[src/rtl/ptp_rtc_timer_if.sv]
// ptp_rtc_timer_if: register bus between the host and the PTP real-time clock.
interface ptp_rtc_timer_if;
   logic [7:0]  addr;
   logic        wr;
   logic        rd;
   logic [31:0] wdata;
   logic [31:0] rdata;
   modport master (output addr, wr, rd, wdata, input rdata);
   modport slave (input addr, wr, rd, wdata, output rdata);
endinterface

[src/rtl/ptp_rtc_timer.sv]
// ptp_rtc_timer: IEEE 1588 RTC with 48-bit sec / 30-bit ns / 26-bit frac counter, PPS out and PPS capture.
// Define RTC_PPS_CAPTURE_EN to build the pps_i synchronizer, pts_std/pts_vld and registers 0x14-0x1C.
module ptp_rtc_timer (
   input  logic                  clk,
   input  logic                  rst_n,
   ptp_rtc_timer_if.slave        bus,
   input  logic                  pps_i,
   output logic [79:0]           rtc_std,
   output logic                  pps_o,
   output logic [79:0]           pts_std,
   output logic                  pts_vld
);
   localparam logic [30:0] NS_SEC = 31'd1_000_000_000;
   localparam logic [29:0] NS_MAX = 30'd999_999_999;
   logic [1:0]  ctl_q, ctl_d;
   logic [15:0] sc0_q, sc0_d;
   logic [31:0] sc1_q, sc1_d, nso_q, nso_d, tick_q, tick_d, rdata_q, rdata_d, rd_val;
   logic [47:0] sec_q, sec_d;
   logic [29:0] ns_q, ns_d, ns_inc;
   logic [25:0] frac_q, frac_d;
   logic        pps_q, pps_d, roll;
   logic [56:0] sum;
   logic [30:0] ns_sum;
   logic [79:0] pts_q;
   assign rtc_std   = {sec_q, 2'b0, ns_q};
   assign pps_o     = pps_q;
   assign bus.rdata = rdata_q;
   always_comb begin
      ctl_d  = (bus.wr && bus.addr == 8'h00) ? bus.wdata[1:0] : 2'b0;
      sc0_d  = (bus.wr && bus.addr == 8'h04) ? bus.wdata[15:0] : sc0_q;
      sc1_d  = (bus.wr && bus.addr == 8'h08) ? bus.wdata : sc1_q;
      nso_d  = (bus.wr && bus.addr == 8'h0C) ? bus.wdata : nso_q;
      tick_d = (bus.wr && bus.addr == 8'h10) ? bus.wdata : tick_q;
      sum    = {1'b0, ns_q, frac_q} + {25'b0, tick_q};
      ns_sum = sum[56:26];
      roll   = ns_sum >= NS_SEC;
      ns_inc = roll ? 30'(ns_sum - NS_SEC) : ns_sum[29:0];
      sec_d  = ctl_q[1] ? 48'd0 : ctl_q[0] ? {sc0_q, sc1_q} : sec_q + 48'(roll);
      ns_d   = ctl_q[1] ? 30'd0 : ctl_q[0] ? (nso_q >= 32'(NS_SEC) ? NS_MAX : nso_q[29:0]) : ns_inc;
      frac_d = (ctl_q != 2'b0) ? 26'd0 : sum[25:0];
      pps_d  = ns_q < 30'd10_000_000;
      case (bus.addr)
         8'h04:   rd_val = {16'b0, sc0_q};
         8'h08:   rd_val = sc1_q;
         8'h0C:   rd_val = nso_q;
         8'h10:   rd_val = tick_q;
`ifdef RTC_PPS_CAPTURE_EN
         8'h14:   rd_val = {16'b0, pts_q[79:64]};
         8'h18:   rd_val = pts_q[63:32];
         8'h1C:   rd_val = pts_q[31:0];
`endif
         8'h20:   rd_val = {16'b0, sec_q[47:32]};
         8'h24:   rd_val = sec_q[31:0];
         8'h28:   rd_val = {2'b0, ns_q};
         default: rd_val = 32'd0;
      endcase
      rdata_d = bus.rd ? rd_val : rdata_q;
   end
   always_ff @(posedge clk or negedge rst_n) begin
      if (!rst_n) begin
         ctl_q   <= '0;
         sc0_q   <= '0;
         sc1_q   <= '0;
         nso_q   <= '0;
         tick_q  <= 32'h1999_999A;
         sec_q   <= '0;
         ns_q    <= '0;
         frac_q  <= '0;
         pps_q   <= 1'b0;
         rdata_q <= '0;
      end else begin
         ctl_q   <= ctl_d;
         sc0_q   <= sc0_d;
         sc1_q   <= sc1_d;
         nso_q   <= nso_d;
         tick_q  <= tick_d;
         sec_q   <= sec_d;
         ns_q    <= ns_d;
         frac_q  <= frac_d;
         pps_q   <= pps_d;
         rdata_q <= rdata_d;
      end
   end
`ifdef RTC_PPS_CAPTURE_EN
   // sync_q: [0] first sync flop, [1] second sync flop, [2] previous value for edge detect
   logic [2:0]  sync_q, sync_d;
   logic [79:0] pts_d;
   logic        vld_q, vld_d;
   always_comb begin
      sync_d = {sync_q[1:0], pps_i};
      vld_d  = sync_q[1] & ~sync_q[2];
      pts_d  = vld_d ? rtc_std : pts_q;
   end
   always_ff @(posedge clk or negedge rst_n) begin
      if (!rst_n) begin
         sync_q <= '0;
         pts_q  <= '0;
         vld_q  <= 1'b0;
      end else begin
         sync_q <= sync_d;
         pts_q  <= pts_d;
         vld_q  <= vld_d;
      end
   end
   assign pts_std = pts_q;
   assign pts_vld = vld_q;
`else
   logic unused_pps;
   assign unused_pps = pps_i;
   assign pts_q      = '0;
   assign pts_std    = '0;
   assign pts_vld    = 1'b0;
`endif
endmodule

[src/flat_wrapper.sv]
// flat-port wrapper written by rule: the top's interface ports become plain ports
module ptp_rtc_timer_flat 
  (clk, rst_n, pps_i, rtc_std, pps_o, pts_std, pts_vld, bus_addr, bus_wr, bus_rd, bus_wdata, bus_rdata);
  ptp_rtc_timer_if bus_i ();
  input  logic clk;
  input  logic rst_n;
  input  logic pps_i;
  output logic [79:0] rtc_std;
  output logic pps_o;
  output logic [79:0] pts_std;
  output logic pts_vld;
  input wire logic [$bits(bus_i.addr)-1:0] bus_addr;
  input wire logic [$bits(bus_i.wr)-1:0] bus_wr;
  input wire logic [$bits(bus_i.rd)-1:0] bus_rd;
  input wire logic [$bits(bus_i.wdata)-1:0] bus_wdata;
  output wire logic [$bits(bus_i.rdata)-1:0] bus_rdata;
  assign bus_i.addr = bus_addr;
  assign bus_i.wr = bus_wr;
  assign bus_i.rd = bus_rd;
  assign bus_i.wdata = bus_wdata;
  assign bus_rdata = bus_i.rdata;
  ptp_rtc_timer u_core (.clk(clk), .rst_n(rst_n), .bus(bus_i), .pps_i(pps_i), .rtc_std(rtc_std), .pps_o(pps_o), .pts_std(pts_std), .pts_vld(pts_vld));
endmodule
[config.mk]
export PLATFORM = sky130hd
export DESIGN_NAME = ptp_rtc_timer_flat
export DESIGN_NICKNAME = d
export VERILOG_FILES = /design/src/rtl/ptp_rtc_timer_if.sv /design/src/rtl/ptp_rtc_timer.sv /design/src/flat_wrapper.sv
export SDC_FILE = /design/constraint.sdc
export NUM_CORES = 1
export LEC_CHECK = 0
export ABC_AREA = 1
export CAP_MARGIN = 20
export CORE_ASPECT_RATIO = 0.7
export CORE_MARGIN = 8
export CORE_UTILIZATION = 40
export CTS_CLUSTER_SIZE = 8
export DETAILED_ROUTE_END_ITERATION = 6
export PLACE_DENSITY = 0.7
export SLEW_MARGIN = 20
export SYNTH_ARGS = -nofsm -noshare
export SYNTH_HDL_FRONTEND = slang
export SYNTH_SLANG_ARGS = --single-unit
export TNS_END_PERCENT = 20
[constraint.sdc]
create_clock -name clk -period 13.9 [get_ports clk]
set_input_delay 2.085 -clock clk [delete_from_list [all_inputs] [get_ports clk]]
set_output_delay 2.085 -clock clk [all_outputs]
set_load 0.05 [all_outputs]
==> run metrics <==
status finished clean; critical path type flip-flop to flip-flop; Max-Cap Viols 0; CTS tree done; pre-CTS WS 6800 ps; CP peak stage delay 600 ps; die height 190 um; row count 64; DRT met1 WL 32,800 um; Mapped Cells 2,605; Crit. End Element flip-flop; Final setup viols 0; CP Depth 34; highest metal used met5; worst hold path type flip-flop to flip-flop; number of synthesized register bits 251; Worst Path Required 14,320 ps; Seq pwr share 36.5%; fill count 4,475; highest clock rate 134 MHz; Crit-path slowest cell nor2_1; setup ws final 6460 ps; DP HPWL 56,200 um; setup bufs post-CTS 0; Hold Buf Count CTS 0; initial core utilization 40.2%; placed cells 3,297; reg2reg start u_core.tick_q[18]$_DFFE_PN0P_; Final Instance Area 20,300 um2; Yosys Warn Count 0; layout cell share with drive strength beyond 1 4.58%; clk_skew 18.8 ps; Resized cells post-CTS 0; post-synthesis area per instance 6.68 um2; die area 50,500 um2; # diodes 0; R2R cell count 34; most numerous cell on the critical path nand2_1; total core area 43,300 um2; switching share of total power 37.2%; WP buf/inv 5; Critical Path AT 7850 ps; initial antenna violation count 3; Clock Pin Slew Worst Setup and Hold Paths 50 ps; r2r setup slk 6460 ps; clock latency at the later pin of the worst-skew pair 540 ps; routability-driven placement congestion ratio 1.03; Post-Place Cell Area 19,200 um2; P_leak 10.2 nW; area of the multi-input gates 8900 um2; via/cell ratio 5.29; Comb pwr share 27.7%; Int Pwr 1.53 mW; Pins Over Slew Limit 0; top-count cell post-synth nand2_1; first-pass GRT wire length 106,000 um; Clk network pwr share 35.7%; Final min period 7440 ps; Reg area 6300 um2; ranking of synthesized cells by area dfrtp_1, nand2_1, inv_1; Num CTS Buffers 37; hold path cells 2; Iteration-0 DRC Markers 2,122; Total GRT Usage 27.6%; die width 265 um; area grow syn2layout 16.9%; leading area contributor after synthesis dfrtp_1; post-route setup TNS 0 ps; pwr dens 120 nW/um2; R2R Path End u_core.sec_q[45]$_DFF_PN0_; vias 17,800; fin nets 2,823; Met2 Wirelength 29,200 um; critical path's top delay family simple AND/OR/NAND/NOR gates; slew margin rel. 29.9%; number of enable flip-flop cells after synthesis 0; fin crit share 53.5%; H-tree depth 2; hold path endpoint u_core.bus.rdata[17]$_DFFE_PN0P_; clk sinks 251; Max Fanout on Critical Path 35; Hold Crit Start u_core.bus.rdata[17]$_DFFE_PN0P_; Post-Syn Area 17,400 um2; wire per inst 21.2 um; GRT overflow 0; Clock Tree Root clkbuf_16; # DRC 0; top post-synthesis cells by count nand2_1, inv_1, dfrtp_1; Pre-antenna DRT Iters 5; Synth async-reset ratio 100%; metal3 WL 7740 um; measured slew at the worst slew-check pin 1030 ps; Finished Core Util 46.9%; Final Routed Wirelength 71,300 um; port bufs 154; Psw 908 uW; top_reg_cell synth dfrtp_1; share of the synthesized area in the top cell type 34.0%; startpoint types flip-flop; Unique masters post-synth 58; Max IR drop VDD 0.0000756 V; final std cells w/o fill 3,364; clk buf depth 3; Top Ports 239; Seq/Total Area, Yosys 36.2%; Detail Route Antenna Nets 0; RSZ-0062 raised after global routing false; vias in the first global route 16,800; Hold Vio Cnt, Final 0; largest net degree at the start of global routing 167
==> power groups by stage <==
stage	Clock (mW)	Sequential (mW)	Combinational, mW
after floorplan	0	0.942	0.412
after global placement	0	0.901	0.661
after detailed placement	0	0.903	0.669
after CTS	0.883	0.891	0.673
after global routing	0.920	0.898	0.750
final	0.873	0.892	0.677
==> flip-flops by register name, summed over array words and instances (netlist names) <==
| signal | count |
|---|---|
| u_core.bus.rdata | 32 |
| u_core.ctl_q | 2 |
| u_core.frac_q | 26 |
| u_core.ns_q | 30 |
| u_core.nso_q | 32 |
| u_core.pps_o | 1 |
| u_core.sc0_q | 16 |
| u_core.sc1_q | 32 |
| u_core.sec_q | 48 |
| u_core.tick_q | 32 |
==> metal layers <==
layer / track usage (%) / vias to the layer above
met3: 7.67 / 108
met2: 38.7 / 900
met5: 0 / -
li1: - / 8394
met1: 41.2 / 8395
met4: 7.03 / 2
==> worst register-to-register path, delay by kind of cell (launching register included) <==
kind                     cells  cell delay (ps)
XOR/XNOR                     1              150
adder cells (fa/ha/maj)      3              990
flip-flops                   1              500
buffers and inverters        5              400
AO/OA/AOI/OAI                2              550
AND/OR/NAND/NOR             23             4710
==> worst max-delay path by stage <==
stage,slack (ps),start,end
floorplan,8780,u_core.ns_q[5]$_DFF_PN0_,u_core.sec_q[46]$_DFF_PN0_
global placement,6750,u_core.tick_q[18]$_DFFE_PN0P_,u_core.sec_q[45]$_DFF_PN0_
detailed placement,6800,u_core.tick_q[18]$_DFFE_PN0P_,u_core.sec_q[45]$_DFF_PN0_
CTS,6750,u_core.tick_q[18]$_DFFE_PN0P_,u_core.sec_q[45]$_DFF_PN0_
global route,5700,u_core.tick_q[18]$_DFFE_PN0P_,u_core.sec_q[45]$_DFF_PN0_
finish,6460,u_core.tick_q[18]$_DFFE_PN0P_,u_core.sec_q[45]$_DFF_PN0_
==> logic make-up after synthesis <==
family | after synthesis | synth area share (%)
AOI/OAI and AO/OA | 436 | 14.3
xor gates and xnor gates | 57 | 2.87
adders and majority gates | 36 | 2.63
buffers and inverters | 582 | 14.5
DFF | 251 | 36.2
other | 1 | 0.0216
and+or+nand+nor | 1242 | 29.4
==> cell usage in the layout, fill, tap and decap left out, types with 19 or more instances in the layout <==
cell | Yosys | final
nor2_1 | 185 | 185
conb_1 | 1 | 83
nor4_1 | 20 | 19
clkbuf_1 | 66 | 27
dfrtp_1 | 236 | 236
nand3_1 | 96 | 96
inv_1 | 404 | 404
clkbuf_16 | 0 | 38
o21ai_1 | 23 | 23
o21ai_0 | 221 | 221
nor3_1 | 44 | 44
a21oi_1 | 86 | 86
ha_1 | 35 | 35
xor2_1 | 48 | 48
nand4_1 | 29 | 29
nand2_1 | 827 | 825
o22ai_1 | 21 | 21
clkdlybuf4s50_1 | 0 | 153
==> final cells by class <==
type	count	area share (%)
repair buffers	172	8.33
clock inverters	2	0.228
clock buffers	65	5.17
flip-flops and latches	251	31.0
well taps	594	3.65
multi-input cells	1854	43.8
inverters	426	7.86
==> stage by stage <==
step | total power [mW] | hold slack (ps)
final | 2.44 | 480
after global routing | 2.57 | 501
after CTS | 2.45 | 481
after detailed placement | 1.57 | 467
after global placement | 1.56 | 465
after floorplan | 1.35 | 453
Note: power is estimated with default switching activity, not from simulation.
==> RTL edit 1 (same flow settings) <==
Take the reset off `rdata_q` and load it in a clocked block of its own.
--- a/src/rtl/ptp_rtc_timer.sv
+++ b/src/rtl/ptp_rtc_timer.sv
@@ -67,7 +67,6 @@
          ns_q    <= '0;
          frac_q  <= '0;
          pps_q   <= 1'b0;
-         rdata_q <= '0;
       end else begin
          ctl_q   <= ctl_d;
          sc0_q   <= sc0_d;
@@ -78,8 +77,11 @@
          ns_q    <= ns_d;
          frac_q  <= frac_d;
          pps_q   <= pps_d;
-         rdata_q <= rdata_d;
       end
+   end
+
+   always_ff @(posedge clk) begin
+      rdata_q <= rdata_d;
    end
 `ifdef RTC_PPS_CAPTURE_EN
    // sync_q: [0] first sync flop, [1] second sync flop, [2] previous value for edge detect
Formal check against the unedited RTL: not equivalent (Yosys sat finds a counterexample within 4 cycles, from zero or initial values and one cycle with rst_n low).
==> RTL edit 1 against the original RTL <==
Sequential cell count did not move; power rose by 1.5%; setup slack worse by 0.073 ns; count of clock-buffer cells in the layout up 1; cell area decreased by 0.86%; wire length fell by 2.4%; sequential share of layout area rose by 1.1 points; synthesized area decreased by 0.57%; critical endpoint is now u_core.sec_q[46]$_DFF_PN0_; largest cell class unchanged.
==> RTL edit 1: results (changes against the original RTL) <==
status: "completed"  # unchanged
viasPerCell: 5.48  # was 5.29
synth.top_cells.by_count: "nand2_1 (775), inv_1 (421), dfrtp_1 (204)"  # was nand2_1 (827), inv_1 (404), dfrtp_1 (236)
grt_max_degree: 92  # was 167
cpMaxStageDelayCell: "dfstp_2"  # was nor2_1
leakage_nw: 9.80  # was 10.2 nW
ctsResizeCount: 0  # unchanged
grt_use_met1: 0.395  # was 0.412
dp_cells: 3170  # was 3297
synth_cell_types: 57  # was 58
syn_avg_cell_area_um2: 6.87  # was 6.68 um^2
ir_drop_uv: 75.5  # was 75.6 uV
first_iter_violations: 2311  # was 2122
wl_per_cell_um: 21.5  # was 21.2 um
ys_async_sr_fraction: 0.873  # was 1.00
criticalPathCategory: "register to register"  # unchanged
dp_hpwl_um: 54700  # was 56200 um
use_met3: 0.0653  # was 0.0767
wirelength_um: 69600  # was 71300 um
r2r-start: "u_core.tick_q[1]$_DFFE_PN1P_"  # was u_core.tick_q[18]$_DFFE_PN0P_
grtUsageMet2: 0.378  # was 0.387
hold_start: "u_core.nso_q[10]$_DFFE_PN0P_"  # was u_core.bus.rdata[17]$_DFFE_PN0P_
hp-class: "register to register"  # unchanged
ys_warn_count: 0  # unchanged
gp_congestion: 1.02  # was 1.03
path_clk_slew_ns: 0.05  # about the same
grt_pass1_vias: 16431  # was 16757
cp_max_fo: 33  # was 35
max_stage_delay_ns: 0.55  # was 0.60 ns
grt_pass1_wl_um: 103000  # was 106000 um
drive_gt1_frac: 0.0566  # was 0.0458
largest_register_ffs: 48  # unchanged
firstDrtPassIters: 6  # was 5
finClkSkew_ns: 0.0171  # was 0.0188 ns
worstSkewPairLatency_ns: 0.54  # about the same
cp_top_family: "simple AND/OR/NAND/NOR gates"  # unchanged
synth-edff-count: 32  # was 0
nNetsFinal: 2738  # was 2823
track_usage: 0.265  # was 0.276
ys_seq_area_frac: 0.374  # was 0.362
largest-register: "u_core.sec_q"  # unchanged
synthTopCellsByArea: "dfrtp_1 (30%), nand2_1 (17%), inv_1 (9.1%)"  # was dfrtp_1 (34%), nand2_1 (18%), inv_1 (8.7%)
required_ns: 14.32  # about the same
worst_pin_slew_ns: 1.14  # was 1.03 ns
port_buffers: 154  # unchanged
antenna_found_initial: 1  # was 3
numCtsBuffers: 37  # unchanged
place_area_um2: 19000  # was 19200 um^2
RTL edit 1: layout make-up:
class | count | area (um^2)
multi-input combinational | 1767 | 8640
fill | 4279 | 22300
timing repair buffer | 166 | 1630
tap | 552 | 691
sequential | 251 | 6460
inverter | 434 | 1630
clock inverter | 1 | 8.76
clock buffer | 66 | 1100
RTL edit 1: worst register-to-register path: cells and delay by family (launching register included):
kind | cells | cell delay, ns
and+or+nand+nor | 30 | 5.17
buffers and inverters | 4 | 0.53
DFF | 1 | 0.55
adders and majority gates | 3 | 0.91
xor gates and xnor gates | 1 | 0.15
AOI/OAI and AO/OA | 1 | 0.12
RTL edit 1: worst paths after layout:
| path | end | slack [ns] | cells after the start |
|---|---|---|---|
| max in group asynchronous | u_core.sc1_q[1]$_DFFE_PN0P_ | 10.04 | 3 |
| min in group asynchronous | u_core.ns_q[21]$_DFF_PN0_ | 1.58 | 1 |
| max reg2reg | u_core.sec_q[46]$_DFF_PN0_ | 6.39 | 39 |
| min reg2reg | u_core.nso_q[10]$_DFFE_PN0P_ | 0.49 | 2 |
| max | u_core.sec_q[46]$_DFF_PN0_ | 6.39 | 39 |
| min | u_core.nso_q[10]$_DFFE_PN0P_ | 0.49 | 2 |
RTL edit 1: cells by family (layout without fill, tap and decap cells):
kind of cell,after synthesis,in the layout,share of synthesized area
xor gates and xnor gates,36,36,0.0182
and+or+nand+nor,1196,1196,0.294
DFF,251,251,0.374
AOI/OAI and AO/OA,416,416,0.141
adders and majority gates,36,36,0.0265
buffers and inverters,582,667,0.147
other,1,83,0.000217
RTL edit 1: stage by stage:
stage          utilization  setup slack, ns  hold WS (ns)
2_1_floorplan            -             8.70         0.453
3_3_place_gp         0.448             6.87         0.465
3_5_place_dp         0.448             6.81         0.473
4_1_cts              0.474             6.79         0.486
5_1_grt              0.475             5.94         0.502
6_report             0.475             6.39         0.486
RTL edit 1: metal layers:
layer | vias to the layer above | wire, um
li1 | 8192 | -
met1 | 8367 | 31300
met2 | 1047 | 28300
met3 | 121 | 8230
met4 | 2 | 1740
met5 | - | 13
RTL edit 1: power by group:
part | leakage, nW | total [W] | switching [W] | internal [W]
registers | 3.16 | 0.000900 | 0.0000744 | 0.000825
logic | 6.11 | 0.000701 | 0.000505 | 0.000196
clock network | 0.529 | 0.000879 | 0.000349 | 0.000530
total | 9.80 | 0.00248 | 0.000928 | 0.00155
==> RTL edit 2 (same settings) <==
Made on the original files. The option `RTC_PPS_CAPTURE_EN` is turned on by a define.
--- a/src/rtl/ptp_rtc_timer.sv
+++ b/src/rtl/ptp_rtc_timer.sv
@@ -1,5 +1,7 @@
 // ptp_rtc_timer: IEEE 1588 RTC with 48-bit sec / 30-bit ns / 26-bit frac counter, PPS out and PPS capture.
 // Define RTC_PPS_CAPTURE_EN to build the pps_i synchronizer, pts_std/pts_vld and registers 0x14-0x1C.
+`define RTC_PPS_CAPTURE_EN
+
 module ptp_rtc_timer (
    input  logic                  clk,
    input  logic                  rst_n,
Behaviour: not the same (a bounded check fails within 4 cycles, from zero or initial values and one cycle with rst_n low).
==> RTL edit 2 against the original RTL <==
Setup slack better by 0.12 ns; sequential cell count rose by 82; clock power grew 24%; power increased by 27%; cell area is 21% higher; die area grew 15%; synthesized area grew 16%; the run now ends with design-rule violations left; wire length up 25%; highest routed layer unchanged.
==> RTL edit 2: results (changes against the original RTL) <==
max_stage_delay_ns: 0.57  # was 0.60 ns
synthTopCellsByArea: "dfrtp_1 (39%), nand2_1 (14%), inv_1 (8.3%)"  # was dfrtp_1 (34%), nand2_1 (18%), inv_1 (8.7%)
pg_comb_w: 0.000839  # was 0.000677 W
synth_compound_area_frac: 0.159  # was 0.143
min_to: "u_core.sync_q[1]$_DFF_PN0_"  # was u_core.bus.rdata[17]$_DFFE_PN0P_
synth_cell_types: 61  # was 58
leakage_nw: 11.5  # was 10.2 nW
drive_gt1_frac: 0.0756  # was 0.0458
cpMaxStageDelayCell: "dfstp_2"  # was nor2_1
buffers: 255  # was 172
p_int_w: 0.00194  # was 0.00153 W
cp_max_fo: 33  # was 35
powerClk_w: 0.00108  # was 0.000873 W
violations: "design-rule violations"
antenna_found_initial: 1  # was 3
status: "finished with violations"  # was completed
gp_congestion: 1.05  # was 1.03
numCtsBuffers: 47  # was 37
fillers: 4978  # was 4475
p_comb_frac: 0.271  # was 0.277
place_area_um2: 23200  # was 19200 um^2
sh_seq_area: 0.340  # was 0.310
hold-worst-slack_ns: 0.361  # was 0.480 ns
synthAdderAreaFrac: 0.0226  # was 0.0263
remaining_drc_errors: 6  # was 0
ys_seq_area_frac: 0.413  # was 0.362
finClkSkew_ns: 0.0159  # was 0.0188 ns
grt_max_degree: 146  # was 167
hold_depth: 0  # was 2
RTL edit 2: routing by layer:
layer	share of wire	global-route usage	vias up
li1	-	-	9530
met1	0.44	0.443	9964
met2	0.40	0.412	1388
met3	0.12	0.0743	187
met4	0.038	0.0964	2
met5	0.00015	0	-
RTL edit 2: worst reg2reg max path, delay by kind of cell (launching register included):
kind                     cells  cell delay [ns]
XOR/XNOR                     1             0.16
AND/OR/NAND/NOR             23             4.62
adder cells (fa/ha/maj)      3             0.78
buffers and inverters        4             0.34
flip-flops                   1             0.57
AO/OA/AOI/OAI                3             0.72
RTL edit 2: logic make-up (layout without fill, tap and decap cells):
family / count (synthesis) / in the layout
AND/OR/NAND/NOR: 1244 / 1244
buffers and inverters: 564 / 808
AO/OA/AOI/OAI: 563 / 563
flip-flops: 333 / 333
XOR/XNOR: 43 / 43
adder cells (fa/ha/maj): 36 / 36
multiplexers: 24 / 24
other: 1 / 4
